[src/rtl/logic_wb_stage.sv]
// Writeback/flag stage after the logic unit: result FIFO toward the register file,
// architectural flag register and branch-condition evaluation. Optional stall counter: LOGIC_WB_STALL_CNT_EN.
module logic_wb_stage #(
  parameter int WIDTH = 16,
  parameter int DEPTH = 2,
  parameter int AW    = 3
) (
  input  logic             clk,
  input  logic             rst_n,
  input  logic             in_valid,
  output logic             in_ready,
  input  logic [WIDTH-1:0] in_result,
  input  logic [4:0]       in_flags,
  input  logic [AW-1:0]    in_dest,
  input  logic             in_setflags,
  output logic             wb_valid,
  input  logic             wb_ready,
  output logic [WIDTH-1:0] wb_data,
  output logic [AW-1:0]    wb_dest,
  output logic [4:0]       flags_q,
  input  logic [2:0]       cond_sel,
  output logic             cond_true,
  output logic [15:0]      stall_cnt
);

  // Handshake: a transfer happens on a rising edge where valid and ready are both 1.
  // Ready never depends combinationally on the other side's valid/ready; a producer
  // that sees ready=0 holds its data until it is accepted.

  localparam int PW = (DEPTH > 1) ? $clog2(DEPTH) : 1;
  localparam int CW = $clog2(DEPTH + 1);
  localparam logic [CW-1:0] FULL_CNT = CW'(DEPTH);

  logic [WIDTH-1:0] data_mem [DEPTH];
  logic [AW-1:0]    dest_mem [DEPTH];
  logic [PW-1:0]    wr_ptr;
  logic [PW-1:0]    rd_ptr;
  logic [CW-1:0]    count;
  logic             accept;
  logic             pop;

  assign in_ready = (count != FULL_CNT);
  assign wb_valid = (count != '0);
  assign accept   = in_valid & in_ready;
  assign pop      = wb_valid & wb_ready;

  // Outputs are forced to zero while empty so stale entries never show.
  assign wb_data  = wb_valid ? data_mem[rd_ptr] : '0;
  assign wb_dest  = wb_valid ? dest_mem[rd_ptr] : '0;

  always_ff @(posedge clk or negedge rst_n) begin
    if (!rst_n) begin
      for (int i = 0; i < DEPTH; i++) begin
        data_mem[i] <= '0;
        dest_mem[i] <= '0;
      end
    end else if (accept) begin
      data_mem[wr_ptr] <= in_result;
      dest_mem[wr_ptr] <= in_dest;
    end
  end

  // DEPTH is a power of two, so pointer overflow is the modulo-DEPTH wrap.
  always_ff @(posedge clk or negedge rst_n) begin
    if (!rst_n) begin
      wr_ptr <= '0;
      rd_ptr <= '0;
    end else begin
      if (accept) wr_ptr <= wr_ptr + PW'(1);
      if (pop)    rd_ptr <= rd_ptr + PW'(1);
    end
  end

  always_ff @(posedge clk or negedge rst_n) begin
    if (!rst_n) begin
      count <= '0;
    end else begin
      case ({accept, pop})
        2'b10:   count <= count + CW'(1);
        2'b01:   count <= count - CW'(1);
        default: count <= count;
      endcase
    end
  end

  // Flags update at accept time, independent of when the result is written back.
  always_ff @(posedge clk or negedge rst_n) begin
    if (!rst_n) begin
      flags_q <= 5'b00000;
    end else if (accept && in_setflags) begin
      flags_q <= in_flags;
    end
  end

  logic flag_za;
  logic flag_eq;
  logic flag_gt;
  logic flag_lt;

  assign flag_za = flags_q[4];
  assign flag_eq = flags_q[2];
  assign flag_gt = flags_q[1];
  assign flag_lt = flags_q[0];

  always_comb begin
    cond_true = 1'b0;
    case (cond_sel)
      3'd0:    cond_true = 1'b1;
      3'd1:    cond_true = flag_eq;
      3'd2:    cond_true = ~flag_eq;
      3'd3:    cond_true = flag_gt;
      3'd4:    cond_true = flag_lt;
      3'd5:    cond_true = flag_gt | flag_eq;
      3'd6:    cond_true = flag_lt | flag_eq;
      default: cond_true = flag_za;
    endcase
  end

`ifdef LOGIC_WB_STALL_CNT_EN
  logic [15:0] stall_q;

  // Saturating count of cycles the register file holds off a valid entry.
  always_ff @(posedge clk or negedge rst_n) begin
    if (!rst_n) begin
      stall_q <= 16'h0000;
    end else if (wb_valid && !wb_ready && (stall_q != 16'hFFFF)) begin
      stall_q <= stall_q + 16'h0001;
    end
  end

  assign stall_cnt = stall_q;
`else
  assign stall_cnt = 16'h0000;
`endif

endmodule
[config.mk]
export PLATFORM = sky130hd
export DESIGN_NAME = logic_wb_stage
export DESIGN_NICKNAME = d
export VERILOG_FILES = /design/src/rtl/logic_wb_stage.sv
export SDC_FILE = /design/constraint.sdc
export NUM_CORES = 1
export LEC_CHECK = 0
export ABC_AREA = 1
export CAP_MARGIN = 40
export CORE_MARGIN = 2
export CORE_UTILIZATION = 42
export DETAILED_ROUTE_END_ITERATION = 10
export PLACE_DENSITY = 0.8
export SYNTH_ARGS = -nofsm -noshare
export SYNTH_HDL_FRONTEND = slang
export SYNTH_SLANG_ARGS = --single-unit
[constraint.sdc]
create_clock -name clk -period 1.25 [get_ports clk]
set_input_delay 0.1875 -clock clk [delete_from_list [all_inputs] [get_ports clk]]
set_output_delay 0.1875 -clock clk [all_outputs]
set_load 0.1 [all_outputs]
==> flow_summary.toml <==
[sta]
finalSetupViolCount = 73
fin_crit_ns = 1.652
rsz0062_at_grt = "true"
maxSlewViolCount = 0
setup_ws_ns = -0.4024
fmax_mhz = 605.2
finalCritPeriodShare_pct = 132.2
tns_ns = -20.50
hold_viol = 0
fin_worst_skew_ns = 0.007940

[setup_path]
rr_endpoint = "data_mem[27]"
crit_path_end_kind = "primary output"
r2r_start = "count[0]"
startpoint_type = "flip-flop"
worstPathMaxFanout = 7
crit_type = "flip-flop to primary output"
worstPathRequired_ns = 1.06
rr_worst_depth = 10
startpoint = "count[0]"
cp.arrival_ns = 1.46
cp-endpoint = "wb_data[14]"
ff2ff_setup_slack_ns = -0.34

[global_routing]
grt_overflow = 0
grt_start_max_net_pins = 20
grt_pass1_wl_um = 11010
grt_pass1_vias = 2426
grt_usage_pct = 23.04
grt_antenna_before_repair = 0

[cells_and_area]
syn2layout_area_growth_pct = 106.2
nets = 451
drive_gt1_share_pct = 55.98
fin_cells = 490
diodes = 0

[yosys]
synth_common_cells = "nand2_1 (179), dfrtp_1 (47), a21oi_1 (19)"
synth_compound_gate_area_share_pct = 4.526
yosysWarnings = 0
synth_adder_area_share_pct = 0.5325
yosysSeqAreaShare_pct = 50.05
syn_inst = 309
netlist_top_cells_area = "dfrtp_1 (50%), nand2_1 (29%), buf_4 (5.1%), a21oi_1 (4.0%), nor2_8 (1.7%)"
synthSimpleGateAreaFrac_pct = 34.29
muxShareOfSynthArea_pct = 0
synthDistinctLibCells = 22
synth_top_family_by_area = "simple AND/OR/NAND/NOR gates"
avgSynthCellArea_um2 = 7.604
synth_enable_flop_cells = 0
synth_top_area_cell = "dfrtp_1"
synth_top_area_share_pct = 50.05
synth_xor_area_share_pct = 0.7455
synth-seq-cells = 47
syn_area_um2 = 2350
post-synth-top-count-cell = "nand2_1"
synth-main-ff-cell = "dfrtp_1"
ys_async_sr_fraction_pct = 100.0

[cts]
clockBufferDepth = 2
path_clk_slew_ns = 0.09
clock-sinks = 47
cts_tree = "done"
htreeDepth = 2
numCtsBuffers = 5
clock_latency_ns = 0.31
cts_root_buf = "clkbuf_8"

[run_status]
violations = "setup timing"
outcome = "finished with violations"

[place]
dpl.hpwl_um = 4547
dp.cells = 458
io_buffers = 58
place_worst_setup_slack_ns = -0.3138
gp_congestion = 0.7766

[drt]
wl_per_cell_um = 20.15
drc_errors = 0
drtPass1Iterations = 4
vias_per_cell = 5.267
drt_wl_total_um = 9872
vias = 2581
route.antenna.remaining_nets = 0
drtIter0Drc = 162

[job]
cap_viol_max_count = 0

[floorplan]
core_um2 = 5439
start_util_pct = 43.20
die_h_um = 78.80
io_pins = 75
dieWidth_um = 78.80
fp-row-count = 27
die_area_um2 = 6209

[hold_path]
min_path_type = "primary input to async pin"
kinds of logic (layout without fill, tap and decap cells):
logic type | Yosys count | after routing
other | 1 | 16
buffers and inverters | 38 | 132
AOI/OAI and AO/OA | 20 | 20
adders and majority gates | 1 | 1
and+or+nand+nor | 200 | 200
DFF | 47 | 47
xor gates and xnor gates | 2 | 2
critical path: stages (launching register included):
cell and delay, ns:
dfrtp_1 0.44, nor2_4 0.07, buf_12 0.15, buf_4 0.14
a21oi_4 0.15, buf_12 0.19
layer usage:
layer / global-route usage [%] / share of wire, %
met5: 0 / 0
met4: 9.649 / 4.4
met3: 3.636 / 5.4
met2: 44.44 / 55
met1: 24.66 / 35
registers in the layout, indices dropped and copies added, names as in the netlist:
register / cells
flags_q: 5
dest_mem: 6
rd_ptr: 1
data_mem: 32
wr_ptr: 1
count: 2
stage by stage:
step                      hold slack [ns]  util [%]  cell area (µm²)
after global placement            0.08750     71.43             3885
after floorplan                   -0.1081         -             2824
final                              0.3046     89.10             4846
after CTS                          0.3215     76.54             4163
after detailed placement          0.09377     71.43             3885
after global routing               0.3208     89.10             4846
what timing repair did:
action | CTS | global route
hold endpoints to repair | 10 | 0
gates resized for setup | 24 | 140
hold buffers | 1 | 0
gates cloned | 0 | 8
buffers inserted | 11 | 13
pin swaps | 7 | 39
setup endpoints to repair | 70 | 71
worst min path at each step:
stage | from | end | slack (ns)
3_3_place_gp | rst_n | count[0] | 0.09
3_5_place_dp | rst_n | count[0] | 0.09
6_report | rst_n | count[0] | 0.30
2_1_floorplan | rst_n | count[0] | -0.11
5_1_grt | rst_n | data_mem[19] | 0.32
4_1_cts | rst_n | count[0] | 0.32
area by class of cell:
cell class | instances | area [µm²]
Tap cell | 72 | 90.09
Clock buffer | 6 | 72.57
Timing Repair Buffer | 113 | 1588
Inverter | 12 | 58.81
Multi-Input combinational cell | 239 | 1813
Sequential cell | 47 | 1194
Fill cell | 205 | 593.1
Clock inverter | 1 | 30.03
placed cells by master, fill, tap and decap left out:
cell type	count
clkbuf_16	6
a21boi_4	1
bufinv_16	1
xnor2_2	1
nand2_8	3
nand2_1	79
nand4_1	1
buf_2	1
dlygate4sd3_1	1
clkbuf_8	5
nand2_2	52
clkbuf_1	1
inv_4	1
nand3_1	3
buf_4	20
inv_2	2
dfrtp_4	4
dfrtp_1	41
inv_1	7
a21oi_4	19
dlymetal6s2s_1	1
nor2_2	2
nand3_2	1
clkdlybuf4s50_1	29
ha_4	1
buf_12	40
inv_8	1
or2_4	1
clkinvlp_4	1
nor2_8	2
dfrtp_2	2
nor2_4	4
buf_6	15
nand2_4	48
conb_1	16
xor2_1	1
nor2_1	4
Power is left out: the tool's default activity adds up to more than one toggle a clock period on the data nets, which glitch-free logic cannot reach.
